`config.mk`:
```
export PLATFORM = sky130hd
export DESIGN_NAME = dcoef_deser
export DESIGN_NICKNAME = d
export VERILOG_FILES = /design/src/rtl/dcoef_pkg.sv /design/src/rtl/dcoef_lane_sipo.sv /design/src/rtl/dcoef_deser.sv
export SDC_FILE = /design/constraint.sdc
export NUM_CORES = 1
export LEC_CHECK = 0
export CORE_ASPECT_RATIO = 1.4
export CORE_MARGIN = 3
export CORE_UTILIZATION = 54
export CTS_CLUSTER_DIAMETER = 200
export DETAILED_ROUTE_END_ITERATION = 16
export DONT_BUFFER_PORTS = 1
export MAX_ROUTING_LAYER = met4
export PLACE_DENSITY = 0.72
export SYNTH_ARGS = -nofsm -noshare
export SYNTH_HDL_FRONTEND = slang
export SYNTH_SLANG_ARGS = --single-unit
```
`constraint.sdc`:
```
create_clock -name clk -period 1.21 [get_ports clk]
set_input_delay 0.363 -clock clk [delete_from_list [all_inputs] [get_ports clk]]
set_output_delay 0.363 -clock clk [all_outputs]
set_load 0.005 [all_outputs]
```
`src/rtl/dcoef_pkg.sv`:
```
// Shared types and defaults for the serial coefficient collector.
// Frame length, lane count and output buffer state encoding.
package dcoef_pkg;

    localparam int N_DEF     = 4;
    localparam int LANES_DEF = 4;

    function automatic int cnt_w(input int n);
        return (n < 2) ? 1 : $clog2(n);
    endfunction

    localparam int CNT_W = cnt_w(N_DEF);

    typedef enum logic {
        EMPTY = 1'b0,
        FULL  = 1'b1
    } state_t;

endpackage

```
`src/rtl/dcoef_lane_sipo.sv`:
```
// One lane: LSB-first shift register plus the word register
// that captures the completed coefficient on load.
module dcoef_lane_sipo #(
    parameter int N = 4
) (
    input  logic         clk,
    input  logic         reset,
    input  logic         shift,
    input  logic         din,
    input  logic         load,
    output logic [N-1:0] word
);

    logic [N-1:0] sr;
    logic [N-1:0] sr_nxt;

    assign sr_nxt = {din, sr[N-1:1]};

    always_ff @(posedge clk) begin
        if (!reset) begin
            sr   <= '0;
            word <= '0;
        end else begin
            if (shift) sr <= sr_nxt;
            // Capture includes the bit arriving this beat
            if (load) word <= sr_nxt;
        end
    end

endmodule

```
`src/rtl/dcoef_deser.sv`:
```
// Bit-serial to parallel coefficient collector with a single
// output buffer; new frames shift in while the last one waits.
module dcoef_deser
    import dcoef_pkg::*;
#(
    parameter int N     = N_DEF,
    parameter int LANES = LANES_DEF
) (
    input  logic               clk,
    input  logic               reset,
    input  logic               in_valid,
    input  logic               sof,
    input  logic [LANES-1:0]   dcoef,
    output logic               out_valid,
    input  logic               out_ready,
    output logic [LANES*N-1:0] cdata,
    output logic               overrun,
    output logic               busy
);

    localparam int CW = cnt_w(N);

    logic [CW-1:0] cnt;
    logic [CW-1:0] cnt_nxt;
    logic          last;
    logic          complete;
    logic          load;
    logic          ovr_set;
    state_t        state;
    state_t        state_nxt;

    assign last     = (cnt == CW'(N - 1));
    // A sof beat is always bit 0, so it can never complete a frame
    assign complete = in_valid && !sof && last;

    always_comb begin
        cnt_nxt = cnt;
        if (in_valid) begin
            if (sof)       cnt_nxt = CW'(1);
            else if (last) cnt_nxt = '0;
            else           cnt_nxt = cnt + CW'(1);
        end
    end

    always_comb begin
        state_nxt = state;
        load      = 1'b0;
        ovr_set   = 1'b0;
        unique case (state)
            EMPTY: begin
                if (complete) begin
                    load      = 1'b1;
                    state_nxt = FULL;
                end
            end
            FULL: begin
                if (complete && out_ready) begin
                    load = 1'b1;
                end else if (complete) begin
                    ovr_set = 1'b1;
                end else if (out_ready) begin
                    state_nxt = EMPTY;
                end
            end
            default: state_nxt = EMPTY;
        endcase
    end

    always_ff @(posedge clk) begin
        if (!reset) begin
            state   <= EMPTY;
            cnt     <= '0;
            busy    <= 1'b0;
            overrun <= 1'b0;
        end else begin
            state <= state_nxt;
            cnt   <= cnt_nxt;
            busy  <= (cnt_nxt != '0);
            if (ovr_set) overrun <= 1'b1;
        end
    end

    assign out_valid = (state == FULL);

    for (genvar k = 0; k < LANES; k++) begin : g_lane
        dcoef_lane_sipo #(.N(N)) u_lane (
            .clk   (clk),
            .reset (reset),
            .shift (in_valid),
            .din   (dcoef[k]),
            .load  (load),
            .word  (cdata[k*N +: N])
        );
    end

endmodule

```
==> out/qor.csv <==
stage,metric,value,unit
sta,maxSlewViolCount,0,
yosys,synth_warnings,0,
clock_network,cts.path.max_buffers,2,
floorplan,io_pins,28,
floorplan,core_area,2250,µm²
finish,regArea,663,µm²
clock_network,clock_sinks,33,
yosys,seq_area_frac_synth,49.7,%
power_and_ir_drop,p_total,2.20,mW
sta,min_period,1.21,ns
clock_network,htreeDepth,2,
power_and_ir_drop,p_int,1.80,mW
yosys,avgSynthCellArea,10.2,µm²
flow_run,maxCapViolCount,0,
power_and_ir_drop,power_density,1500,nW/µm²
yosys,synth-seq-cells,33,
finish,fin_util,65.4,%
clock_network,clk_root_buffer_cell,clkbuf_4,
routing,drc,0,
routing,wl,2160,µm
yosys,syn_nets,140,
clock_network,cts_tree,built,
routing,first_iter_violations,16,
power_and_ir_drop,p_leak,0.567,nW
power_and_ir_drop,power.switching,407,µW
finish,area_growth,10.7,%
power_and_ir_drop,seqPwrFrac,51.0,%
yosys,syn_inst,130,
critical_path,worst_setup_path_start_kind,flop,
routing,vias,829,
critical_path,cp.arrival,1.48,ns
critical_path,path_cells,"ha_4, nand3b_4, nor2b_4, clkbuf_16, mux2i_1",
global_route,grt_pass1_vias,826,
critical_path,crit_path_end_kind,flop,
critical_path,reg2reg_depth,5,
min_path,holdPathStages,1,
finish,final_common_cell,nand2_1,
global_route,grt_pass1_wl,3650,µm
min_path,hold_path.class,in -> reg,
floorplan,start_util,59.1,%
critical_path,worstSetupPathType,reg -> reg,
power_and_ir_drop,pwr-share-clk,45.7,%
placed_design,gp_congestion,0.647,
floorplan,rows,20,
finish,drive_gt1_share,13.4,%
floorplan,die_h,64.7,µm
routing,routedWlPerCell,13.8,µm
critical_path,cp_slowest_cell,dfxtp_2,
sta,fmax,0.828,GHz
yosys,syn_area,1330,µm²
power_and_ir_drop,combPwrFrac,3.3,%
clock_network,postCtsHoldBufs,0,
sta,fin_skew,0.00928,ns
status,status,finished clean,
global_route,track_usage,17.0,%
sta,finalSetupViolCount,0,
critical_path,crit_path_max_fanout,8,
finish,layout_common_cells,"nand2_1, dfxtp_1, mux2i_1",
clock_network,clk_pin_slew_worst_paths,0.10,ns
sta,relSlewSlack,87.2,%
clock_network,cts_made_buffers,5,
global_route,grt_max_degree,50,
routing,drtPass1Iterations,3,
sta,finalHoldViolations,0,
clock_network,clk_latency,0.33,ns
yosys,synth.distinct_cells,19,
routing,postRouteAntennaNets,0,
routing,drt-vias-per-instance,5.31,
floorplan,die_area,3100,µm²
placed_design,dp_hpwl,1320,µm
placed_design,io_buffers,0,
finish,n_fill_cell,192,
critical_path,cp.required,1.48,ns
finish,layout.cells.non_filler,156,
finish,multi_input_area,604,µm²
global_route,overflow,0,
global_route,grt_antenna_before_repair,0,
power_and_ir_drop,p_sw_share,18.4,%
power_and_ir_drop,peakVddDrop,0.00142,V
placed_design,place_inst,144,
finish,nets,143,
critical_path,critPathMaxStageDelay,0.37,ns
floorplan,die_x,47.9,µm
sta,post-route-period-util,99.8,%
sta,rsz0062_at_grt,true,
finish,diodes,0,
sta,tightest_slew,0.192,ns
==> Yosys cell counts, drive strengths merged <==
cell type   n  area [µm²]
nand2b      2        12.5
o22ai       1        6.26
dfxtp      33         661
nand3b      1        20.0
a2bb2oi     1        8.76
nor2b      15         101
ha          1        12.5
inv         2        7.51
buf         5        55.1
mux2i      28         280
nand2      32         120
o21a        1        7.51
nor2        2        7.51
a21boi      2        15.0
clkbuf      4        15.0
==> state kept, by name (all words and copies together), names as in the netlist <==
| signal | cells |
|---|---|
| g_lane.u_lane.word | 16 |
| out_valid | 1 |
| cnt | 2 |
| overrun | 1 |
| g_lane.u_lane.sr | 12 |
| busy | 1 |
==> worst max-delay path, delay by kind of cell, from the launching register on <==
| family | cells | cell delay [ns] |
|---|---|---|
| DFF | 1 | 0.37 |
| and+or+nand+nor | 2 | 0.27 |
| buffers and inverters | 1 | 0.19 |
| muxes | 1 | 0.17 |
| adders and majority gates | 1 | 0.16 |
==> final timing paths <==
| kind | startpoint | slack (ns) | endpoint |
|---|---|---|---|
| hold / removal | reset | 0.16 | g_lane[3].u_lane.sr[1] |
| setup reg to reg | cnt[1] | 0.003 | g_lane[2].u_lane.word[1] |
| setup / recovery | cnt[1] | 0.003 | g_lane[2].u_lane.word[1] |
| hold reg to reg | g_lane[1].u_lane.sr[1] | 0.47 | g_lane[1].u_lane.word[0] |
==> layer usage <==
layer	routed length, µm	part of all wire [%]	up-vias	track usage, %
li1	-	-	427	-
met1	912	42	372	18.7
met2	1030	48	25	25.7
met3	179	8.3	5	9.44
met4	29	1.3	0	5.05
met5	0	0	-	-
==> logic make-up (layout without fill, tap and decap cells) <==
logic type,Yosys count,count (layout),synth area share [%]
adders and majority gates,1,1,0.941
buffers and inverters,11,15,5.83
muxes,28,28,21.1
DFF,33,33,49.7
AOI/OAI and AO/OA,5,5,2.82
and+or+nand+nor,52,52,19.7
==> per-stage QoR <==
| step | hold slack [ns] | setup TNS [ns] | setup WS, ns | area, µm² |
|---|---|---|---|---|
| after floorplan | 0.437 | 0 | 0.00147 | 1330 |
| after global placement | 0.450 | 0 | 0.0422 | 1310 |
| after detailed placement | 0.451 | -0.0722 | -0.0151 | 1310 |
| after CTS | 0.144 | -0.169 | -0.0265 | 1480 |
| after global routing | 0.118 | -0.803 | -0.0869 | 1470 |
| final | 0.158 | 0 | 0.00252 | 1470 |
==> power by group through the flow <==
stage               combinational, mW  sequential, mW  clock [mW]
floorplan                      0.0930            1.14           0
global route                   0.0826            1.13        1.10
finish                         0.0730            1.12        1.01
detailed placement             0.0660            1.15           0
global placement               0.0627            1.15           0
CTS                            0.0732            1.13        1.03
==> what timing repair did <==
item / CTS / global route
gates resized for setup: 3 / 1
gates cloned: 1 / 0
pin swaps: 2 / 2
setup endpoints to repair: 16 / 16
setup buffers: 3 / 0
==> layout make-up <==
type | instances | area share, %
well taps | 22 | 1.87
clock buffers | 5 | 2.55
repair buffers | 5 | 4.59
flip-flops and latches | 33 | 45.0
multi-input cells | 86 | 41.0
clock inverters | 3 | 4.42
inverters | 2 | 0.510
Note: power is estimated with default switching activity, not from simulation.
